`config.mk`:
```
export PLATFORM = sky130hd
export DESIGN_NAME = conv_weight_sched
export DESIGN_NICKNAME = d
export VERILOG_FILES = /design/src/rtl/conv_pkg.sv /design/src/rtl/conv_loop_cnt.sv /design/src/rtl/conv_weight_sched.sv
export SDC_FILE = /design/constraint.sdc
export NUM_CORES = 1
export LEC_CHECK = 0
export ABC_AREA = 1
export ABC_CLOCK_PERIOD_IN_PS = 7240
export CAP_MARGIN = 20
export CORE_UTILIZATION = 59
export DETAILED_ROUTE_END_ITERATION = 7
export GPL_TIMING_DRIVEN = 0
export HOLD_SLACK_MARGIN = 0.15
export PLACE_DENSITY = 0.8
export SLEW_MARGIN = 20
export SYNTH_ARGS = -nofsm -noshare
export SYNTH_HDL_FRONTEND = slang
export SYNTH_HIERARCHICAL = 1
export SYNTH_SLANG_ARGS = --single-unit
```
`constraint.sdc`:
```
create_clock -name clk -period 7.24 [get_ports clk]
set_input_delay 2.172 -clock clk [delete_from_list [all_inputs] [get_ports clk]]
set_output_delay 2.172 -clock clk [all_outputs]
set_load 0.02 [all_outputs]
```
`src/rtl/conv_pkg.sv`:
```
// Shared types for the convolution weight scheduler: FSM state encoding,
// loader lane count and the per-group valid-lane mask helper.
package conv_pkg;

    localparam int CONV_LANES = 4;

    typedef enum logic [2:0] {
        ST_IDLE      = 3'd0,
        ST_LOAD_REQ  = 3'd1,
        ST_LOAD_WAIT = 3'd2,
        ST_COMP_REQ  = 3'd3,
        ST_COMP_WAIT = 3'd4,
        ST_DONE      = 3'd5
    } sched_state_e;

    // Only the final group can be partial; K%4 tells how many filters it holds.
    function automatic logic [CONV_LANES-1:0] lane_mask_f(input logic [1:0] k_rem,
                                                          input logic       last_grp);
        logic [CONV_LANES-1:0] m;
        m = 4'b1111;
        if (last_grp) begin
            case (k_rem)
                2'd1:    m = 4'b0001;
                2'd2:    m = 4'b0011;
                2'd3:    m = 4'b0111;
                default: m = 4'b1111;
            endcase
        end
        return m;
    endfunction

endpackage

```
`src/rtl/conv_loop_cnt.sv`:
```
// Two-level loop counter: c (input channel) inner, g (filter group) outer.
// Exposes flags for the position the counter is about to hold.
module conv_loop_cnt #(
    parameter int CNT_WIDTH = 16
) (
    input  logic                 clk,
    input  logic                 rst_n,
    input  logic                 load,
    input  logic                 adv,
    input  logic [CNT_WIDTH-1:0] lim_c,
    input  logic [CNT_WIDTH:0]   lim_g,
    output logic [CNT_WIDTH-1:0] g_nxt,
    output logic                 first_nxt,
    output logic                 last_nxt,
    output logic                 last_grp_nxt,
    output logic                 at_end
);
    localparam logic [CNT_WIDTH-1:0] ONE_C = CNT_WIDTH'(1);
    localparam logic [CNT_WIDTH:0]   ONE_G = (CNT_WIDTH+1)'(1);

    logic [CNT_WIDTH-1:0] c_q, c_d, g_q, g_d, lim_c_q, lim_c_d;
    logic [CNT_WIDTH:0]   lim_g_q, lim_g_d;
    logic                 last_c, last_g;

    always_comb begin
        lim_c_d = lim_c_q;
        lim_g_d = lim_g_q;
        c_d     = c_q;
        g_d     = g_q;
        last_c  = (c_q == lim_c_q - ONE_C);
        last_g  = ({1'b0, g_q} == lim_g_q - ONE_G);
        if (load) begin
            lim_c_d = lim_c;
            lim_g_d = lim_g;
            c_d     = '0;
            g_d     = '0;
        end else if (adv) begin
            if (!last_c) begin
                c_d = c_q + ONE_C;
            end else if (!last_g) begin
                c_d = '0;
                g_d = g_q + ONE_C;
            end
        end
        g_nxt        = g_d;
        first_nxt    = (c_d == '0);
        last_nxt     = (c_d == lim_c_d - ONE_C);
        last_grp_nxt = ({1'b0, g_d} == lim_g_d - ONE_G);
        at_end       = last_c && last_g;
    end

    always_ff @(posedge clk) begin
        if (!rst_n) begin
            c_q     <= '0;
            g_q     <= '0;
            lim_c_q <= '0;
            lim_g_q <= '0;
        end else begin
            c_q     <= c_d;
            g_q     <= g_d;
            lim_c_q <= lim_c_d;
            lim_g_q <= lim_g_d;
        end
    end

endmodule

```
`src/rtl/conv_weight_sched.sv`:
```
// Layer sequencer: per (g,c) step, start a 4-lane weight load, then a MAC pass.
// Build option CONV_SCHED_PERF_EN adds the saturating busy-cycle counter cycle_cnt.
module conv_weight_sched
    import conv_pkg::*;
#(
    parameter int CNT_WIDTH = 16,
    parameter int LANES     = CONV_LANES
) (
    input  logic                 clk,
    input  logic                 rst_n,
    input  logic                 cfg_start,
    input  logic [CNT_WIDTH-1:0] cfg_in_ch,
    input  logic [CNT_WIDTH-1:0] cfg_out_ch,
    output logic                 busy,
    output logic                 done,
    output logic                 wl_start,
    input  logic                 wl_end,
    output logic                 comp_start,
    input  logic                 comp_done,
    output logic                 comp_first,
    output logic                 comp_last,
    output logic [CNT_WIDTH-1:0] comp_group,
    output logic [LANES-1:0]     lane_mask
`ifdef CONV_SCHED_PERF_EN
    ,
    output logic [31:0]          cycle_cnt
`endif
);
    // state        | meaning
    // ST_IDLE      | waiting for cfg_start
    // ST_LOAD_REQ  | wl_start pulse for current (g,c)
    // ST_LOAD_WAIT | waiting for a fresh rising edge of wl_end
    // ST_COMP_REQ  | comp_start pulse
    // ST_COMP_WAIT | waiting for comp_done, then advance c/g
    // ST_DONE      | done pulse, back to idle

    sched_state_e         state_q, state_d;
    logic                 wl_end_prev_q, wl_end_prev_d;
    logic [1:0]           k_rem_q, k_rem_d;
    logic                 comp_first_q, comp_first_d, comp_last_q, comp_last_d;
    logic [CNT_WIDTH-1:0] comp_group_q, comp_group_d;
    logic [LANES-1:0]     lane_mask_q, lane_mask_d;
    logic                 cnt_load, cnt_adv, wl_rise;
    logic                 nxt_first, nxt_last, nxt_last_grp, at_end;
    logic [CNT_WIDTH-1:0] nxt_g;
    logic [CNT_WIDTH:0]   grp_cnt;

    // One extra bit so K near full scale cannot overflow the group count.
    assign grp_cnt = ({1'b0, cfg_out_ch} + (CNT_WIDTH+1)'(3)) >> 2;
    assign wl_rise = wl_end && !wl_end_prev_q;

    conv_loop_cnt #(.CNT_WIDTH(CNT_WIDTH)) u_loop (
        .clk          (clk),
        .rst_n        (rst_n),
        .load         (cnt_load),
        .adv          (cnt_adv),
        .lim_c        (cfg_in_ch),
        .lim_g        (grp_cnt),
        .g_nxt        (nxt_g),
        .first_nxt    (nxt_first),
        .last_nxt     (nxt_last),
        .last_grp_nxt (nxt_last_grp),
        .at_end       (at_end)
    );

    always_comb begin
        state_d       = state_q;
        k_rem_d       = k_rem_q;
        wl_end_prev_d = wl_end;
        cnt_load      = 1'b0;
        cnt_adv       = 1'b0;
        case (state_q)
            ST_IDLE: begin
                if (cfg_start) begin
                    k_rem_d = cfg_out_ch[1:0];
                    if (cfg_in_ch == '0 || cfg_out_ch == '0) begin
                        state_d = ST_DONE;
                    end else begin
                        cnt_load = 1'b1;
                        state_d  = ST_LOAD_REQ;
                    end
                end
            end
            ST_LOAD_REQ:  state_d = ST_LOAD_WAIT;
            ST_LOAD_WAIT: if (wl_rise) state_d = ST_COMP_REQ;
            ST_COMP_REQ:  state_d = ST_COMP_WAIT;
            ST_COMP_WAIT: begin
                if (comp_done) begin
                    if (at_end) begin
                        state_d = ST_DONE;
                    end else begin
                        cnt_adv = 1'b1;
                        state_d = ST_LOAD_REQ;
                    end
                end
            end
            ST_DONE:      state_d = ST_IDLE;
            default:      state_d = ST_IDLE;
        endcase
    end

    // Step descriptors change only when a new step begins, so they hold through compute.
    always_comb begin
        comp_first_d = comp_first_q;
        comp_last_d  = comp_last_q;
        comp_group_d = comp_group_q;
        lane_mask_d  = lane_mask_q;
        if (state_d == ST_LOAD_REQ && state_q != ST_LOAD_REQ) begin
            comp_first_d = nxt_first;
            comp_last_d  = nxt_last;
            comp_group_d = nxt_g;
            lane_mask_d  = lane_mask_f(k_rem_d, nxt_last_grp);
        end
    end

    always_ff @(posedge clk) begin
        if (!rst_n) begin
            state_q       <= ST_IDLE;
            wl_end_prev_q <= 1'b0;
            k_rem_q       <= '0;
            comp_first_q  <= 1'b0;
            comp_last_q   <= 1'b0;
            comp_group_q  <= '0;
            lane_mask_q   <= '0;
        end else begin
            state_q       <= state_d;
            wl_end_prev_q <= wl_end_prev_d;
            k_rem_q       <= k_rem_d;
            comp_first_q  <= comp_first_d;
            comp_last_q   <= comp_last_d;
            comp_group_q  <= comp_group_d;
            lane_mask_q   <= lane_mask_d;
        end
    end

    assign busy       = (state_q != ST_IDLE);
    assign done       = (state_q == ST_DONE);
    assign wl_start   = (state_q == ST_LOAD_REQ);
    assign comp_start = (state_q == ST_COMP_REQ);
    assign comp_first = comp_first_q;
    assign comp_last  = comp_last_q;
    assign comp_group = comp_group_q;
    assign lane_mask  = lane_mask_q;

`ifdef CONV_SCHED_PERF_EN
    logic [31:0] cycle_cnt_q, cycle_cnt_d;

    always_comb begin
        cycle_cnt_d = cycle_cnt_q;
        if (state_q == ST_IDLE && cfg_start) begin
            cycle_cnt_d = '0;
        end else if (busy && cycle_cnt_q != 32'hFFFF_FFFF) begin
            cycle_cnt_d = cycle_cnt_q + 32'd1;
        end
    end

    always_ff @(posedge clk) begin
        if (!rst_n) begin
            cycle_cnt_q <= '0;
        end else begin
            cycle_cnt_q <= cycle_cnt_d;
        end
    end

    assign cycle_cnt = cycle_cnt_q;
`endif

endmodule
```
==> run summary <==
The fraction of layout instances using a drive strength above 1 is between 8 and 9%. The flip-flop and latch count after synthesis came out at a little over 90. The power density over the cells came out at 184 nW/um^2.

The setup path with the least slack is of type in2reg. The first-pass GRT wire length is 39.0 mm. The required time reported for the critical path endpoint came out at 7500 ps. The number of clock buffers inserted by TritonCTS came out at 9. In the synthesized netlist the dominant register cell turns out to be sky130_fd_sc_hd__dfxtp_1. The placed wire-length estimate after detailed placement came out at 20.1 mm. In this run the vertical extent of the chip is 122 um. The relative slew slack came out at 54.3%. The number of buffers added to fix hold violations after cts is 0. In the post-synthesis netlist, the cell with the most instances is sky130_fd_sc_hd__nand2_1.

The kind of end point of the critical path is a flip-flop. The congestion estimate from routability-driven global placement came to 0.925. The count of standard-cell rows came out at 43. The final worst slack came out at 860 ps. IR analysis of the VDD net gives a maximum drop of 0.138 mV. For the final routed database, the setup TNS stands at 0 ps.

Static timing analysis puts the maximum clock frequency at between 0.15 and 0.2 GHz. The arrival time at the worst endpoint is around 6600 ps. The die covers 14800 um^2. The routed wire length came out at 24.5 mm.

The depth of the worst register-to-register path came out at 31. The placement-stage worst setup slack is 584 ps. Once the floorplan was initialized, standard cells occupied between 60% and 70% of the core. The number of enable-type register cells in the synthesized netlist is 0. The fraction of the core area covered by cells at the end of the flow came out at between 60% and 70%. The total track usage is 34.0%. The count of nets left with antenna violations once routing finished came out at 0. The leakage power figure is roughly 4.8 nW. The number of global-route vias before repair was approximately 8000. The hold violation count in the final report is 0. The gate count of the mapped netlist is between 1000 and 1500.

In the final design database the tool counted 1578 nets. The total of warnings raised by yosys came out at 6. TritonCTS built the clock tree.

The total congestion overflow after global routing came out at 0. The per-instance average area after synthesis came out at 5.78 um^2. The reg2reg setup slack is 2060 ps. The largest total area in the synthesized netlist belongs to sky130_fd_sc_hd__dfxtp_1. The type of the tightest min-delay check is reg2reg. The count of final max-slew check failures is 0. STA classifies the critical path startpoint as an input pin.

The clock latency reported for the late side of the worst-skew pair is 360 ps. For this run, the detailed router's first-pass iteration total came to 5. The biggest fanout along the worst timing path came out at 10. The number of H-tree branching levels came out at 3. By area the synthesized netlist is led by sky130_fd_sc_hd__dfxtp_1 (22%), sky130_fd_sc_hd__nand2_1 (18%), sky130_fd_sc_hd__nor2_1 (11%). The post-layout minimum cycle time came out at around 6400 ps. The number of clock sinks is 93. The area fraction of the dominant cell type after synthesis came out at between 20% and 30%. The violation count after the first detailed-routing iteration is about 700. The clock-pin slew of the registers on the worst-case setup and hold paths is 70 ps. The horizontal extent of the die is ~120 um. The number of top-level pins came out at 63. The number of antenna diodes in the final layout is 0. The slew at the pin closest to its max-slew limit came out at 685 ps. In the routed design, unresolved DRC markers number 0. The distinct cell type count after synthesis is 50.

The count of buffers from port buffering is 62. Counting along the longest clock path gives a buffer depth of 2. The area of the mapped netlist is between 8000 and 9000 um^2. The commonest cells after synthesis are sky130_fd_sc_hd__nand2_1 (395), sky130_fd_sc_hd__nor2_1 (245), sky130_fd_sc_hd__inv_1 (229). The core region is 13900 um^2.

The worst hold-check slack is 469 ps. The post-detailed-route wirelength per cell is 14.3 um. Along the worst hold path, the cell count comes to 2.

Across all layers, the routed design uses 9117 vias. CTS placed an instance of sky130_fd_sc_hd__clkbuf_16 at the clock tree root. The share of synthesized area occupied by flip-flops and latches is 22.1%.

The run finished with clean final reports. The number of antenna violations at the first check in global routing came out at 0. In the finished design, the share of the clock period the worst path needs comes to 88.1%.

The detail-routed via count per cell came out at 5.31. Once the clock tree was built, the setup fixing pass inserted 0 buffers. The max-cap check violation count came out at 0. In the synthesized netlist the async set-or-reset flop fraction comes to 0%.

The worst clock skew came out at 10.5 ps. The area growth from synthesis to layout is 13.4%. Setup violations remaining at the end of the flow were counted as 0. The post-cts sizing count came out at 0. Setup repair after global routing left no endpoint under its margin.

The maximum number of pins on one net before global-route repair came out at 17.
==> final timing paths <==
check | startpoint | to
max reg2reg | u_loop/lim_g_q[0]$_SDFF_PN0_ | lane_mask[1]$_SDFFE_PN0P_
min | lane_mask[0]$_SDFFE_PN0P_ | lane_mask[0]$_SDFFE_PN0P_
min reg2reg | lane_mask[0]$_SDFFE_PN0P_ | lane_mask[0]$_SDFFE_PN0P_
max | cfg_out_ch[0] | lane_mask[1]$_SDFFE_PN0P_
==> routing by layer <==
metal | share of wire (%) | routed length (um) | vias to the layer above | GRT usage [%]
met5 | 0 | 0 | - | 0
met4 | 3.1 | 760 | 0 | 13.9
met3 | 7.4 | 1820 | 56 | 4.37
met2 | 44 | 10800 | 336 | 53.4
met1 | 46 | 11200 | 4045 | 46.8
li1 | - | - | 4680 | -
==> where the power goes <==
group          total, W  leakage (nW)  switching, W  internal [W]
Sequential     0.000593         0.762     0.0000449      0.000548
Combinational  0.000712          3.88      0.000450      0.000262
Clock          0.000450         0.133      0.000214      0.000236
Total           0.00175          4.78      0.000709       0.00105
==> state kept, by name, summed over array words and instances (netlist names), 2 cells and up <==
signal          flops
u_loop/lim_g_q     17
comp_group         16
u_loop/c_q         16
u_loop/g_q         16
u_loop/lim_c_q     16
lane_mask           4
state_q             3
k_rem_q             2
==> worst max-delay path, cell delays in order <==
cell and delay [ps]:
sky130_fd_sc_hd__clkdlybuf4s50_1 490, sky130_fd_sc_hd__nor2_4 190, sky130_fd_sc_hd__nand2_1 60, sky130_fd_sc_hd__nor2_1 90
sky130_fd_sc_hd__nand2_1 90, sky130_fd_sc_hd__nand2_2 90, sky130_fd_sc_hd__nor2_1 50, sky130_fd_sc_hd__buf_6 150
sky130_fd_sc_hd__inv_4 80, sky130_fd_sc_hd__clkbuf_1 380, sky130_fd_sc_hd__clkbuf_1 410, sky130_fd_sc_hd__buf_2 370
sky130_fd_sc_hd__buf_1 520, sky130_fd_sc_hd__nand3_1 310, sky130_fd_sc_hd__xor2_1 230, sky130_fd_sc_hd__nor2_1 120
sky130_fd_sc_hd__nand3_1 90, sky130_fd_sc_hd__nor2_1 330, sky130_fd_sc_hd__nand2_1 100, sky130_fd_sc_hd__inv_1 60
sky130_fd_sc_hd__nand4_1 100, sky130_fd_sc_hd__nand2_1 80, sky130_fd_sc_hd__nor2_1 40
==> through the flow <==
stage	cell area, um^2	power (W)	instances
floorplan	8430	0.00112	1460
global placement	9280	0.00129	1702
detailed placement	9280	0.00131	1702
CTS	9550	0.00176	1718
global route	9550	0.00187	1718
finish	9550	0.00175	1718
==> cell type report <==
class	count	area [um^2]
Buffer	36	209
Clock buffer	10	229
Clock inverter	6	47.5
Fill cell	1335	4330
Inverter	250	941
Multi-Input combinational cell	1081	5420
Sequential cell	93	1860
Tap cell	180	225
Timing Repair Buffer	62	621
==> kinds of logic after synthesis <==
kind of cell / count (synthesis) / share of synthesized area [%]
and+or+nand+nor: 941 / 51.7
adders and majority gates: 8 / 1.19
buffers and inverters: 286 / 13.6
muxes: 5 / 0.594
other: 1 / 0.0445
AOI/OAI and AO/OA: 65 / 4.35
xor gates and xnor gates: 60 / 6.40
DFF: 93 / 22.1
==> cell usage in the layout, fill, tap and decap left out, types with 20 or more instances in the layout <==
master                              n
sky130_fd_sc_hd__nor2_2            20
sky130_fd_sc_hd__nand3_1          117
sky130_fd_sc_hd__nand4_1           58
sky130_fd_sc_hd__dfxtp_1           93
sky130_fd_sc_hd__nand2_1          395
sky130_fd_sc_hd__nor2_1           245
sky130_fd_sc_hd__xnor2_1           21
sky130_fd_sc_hd__inv_1            229
sky130_fd_sc_hd__clkdlybuf4s50_1   62
sky130_fd_sc_hd__xor2_1            38
No activity file was read; power rests on OpenSTA's default activity.
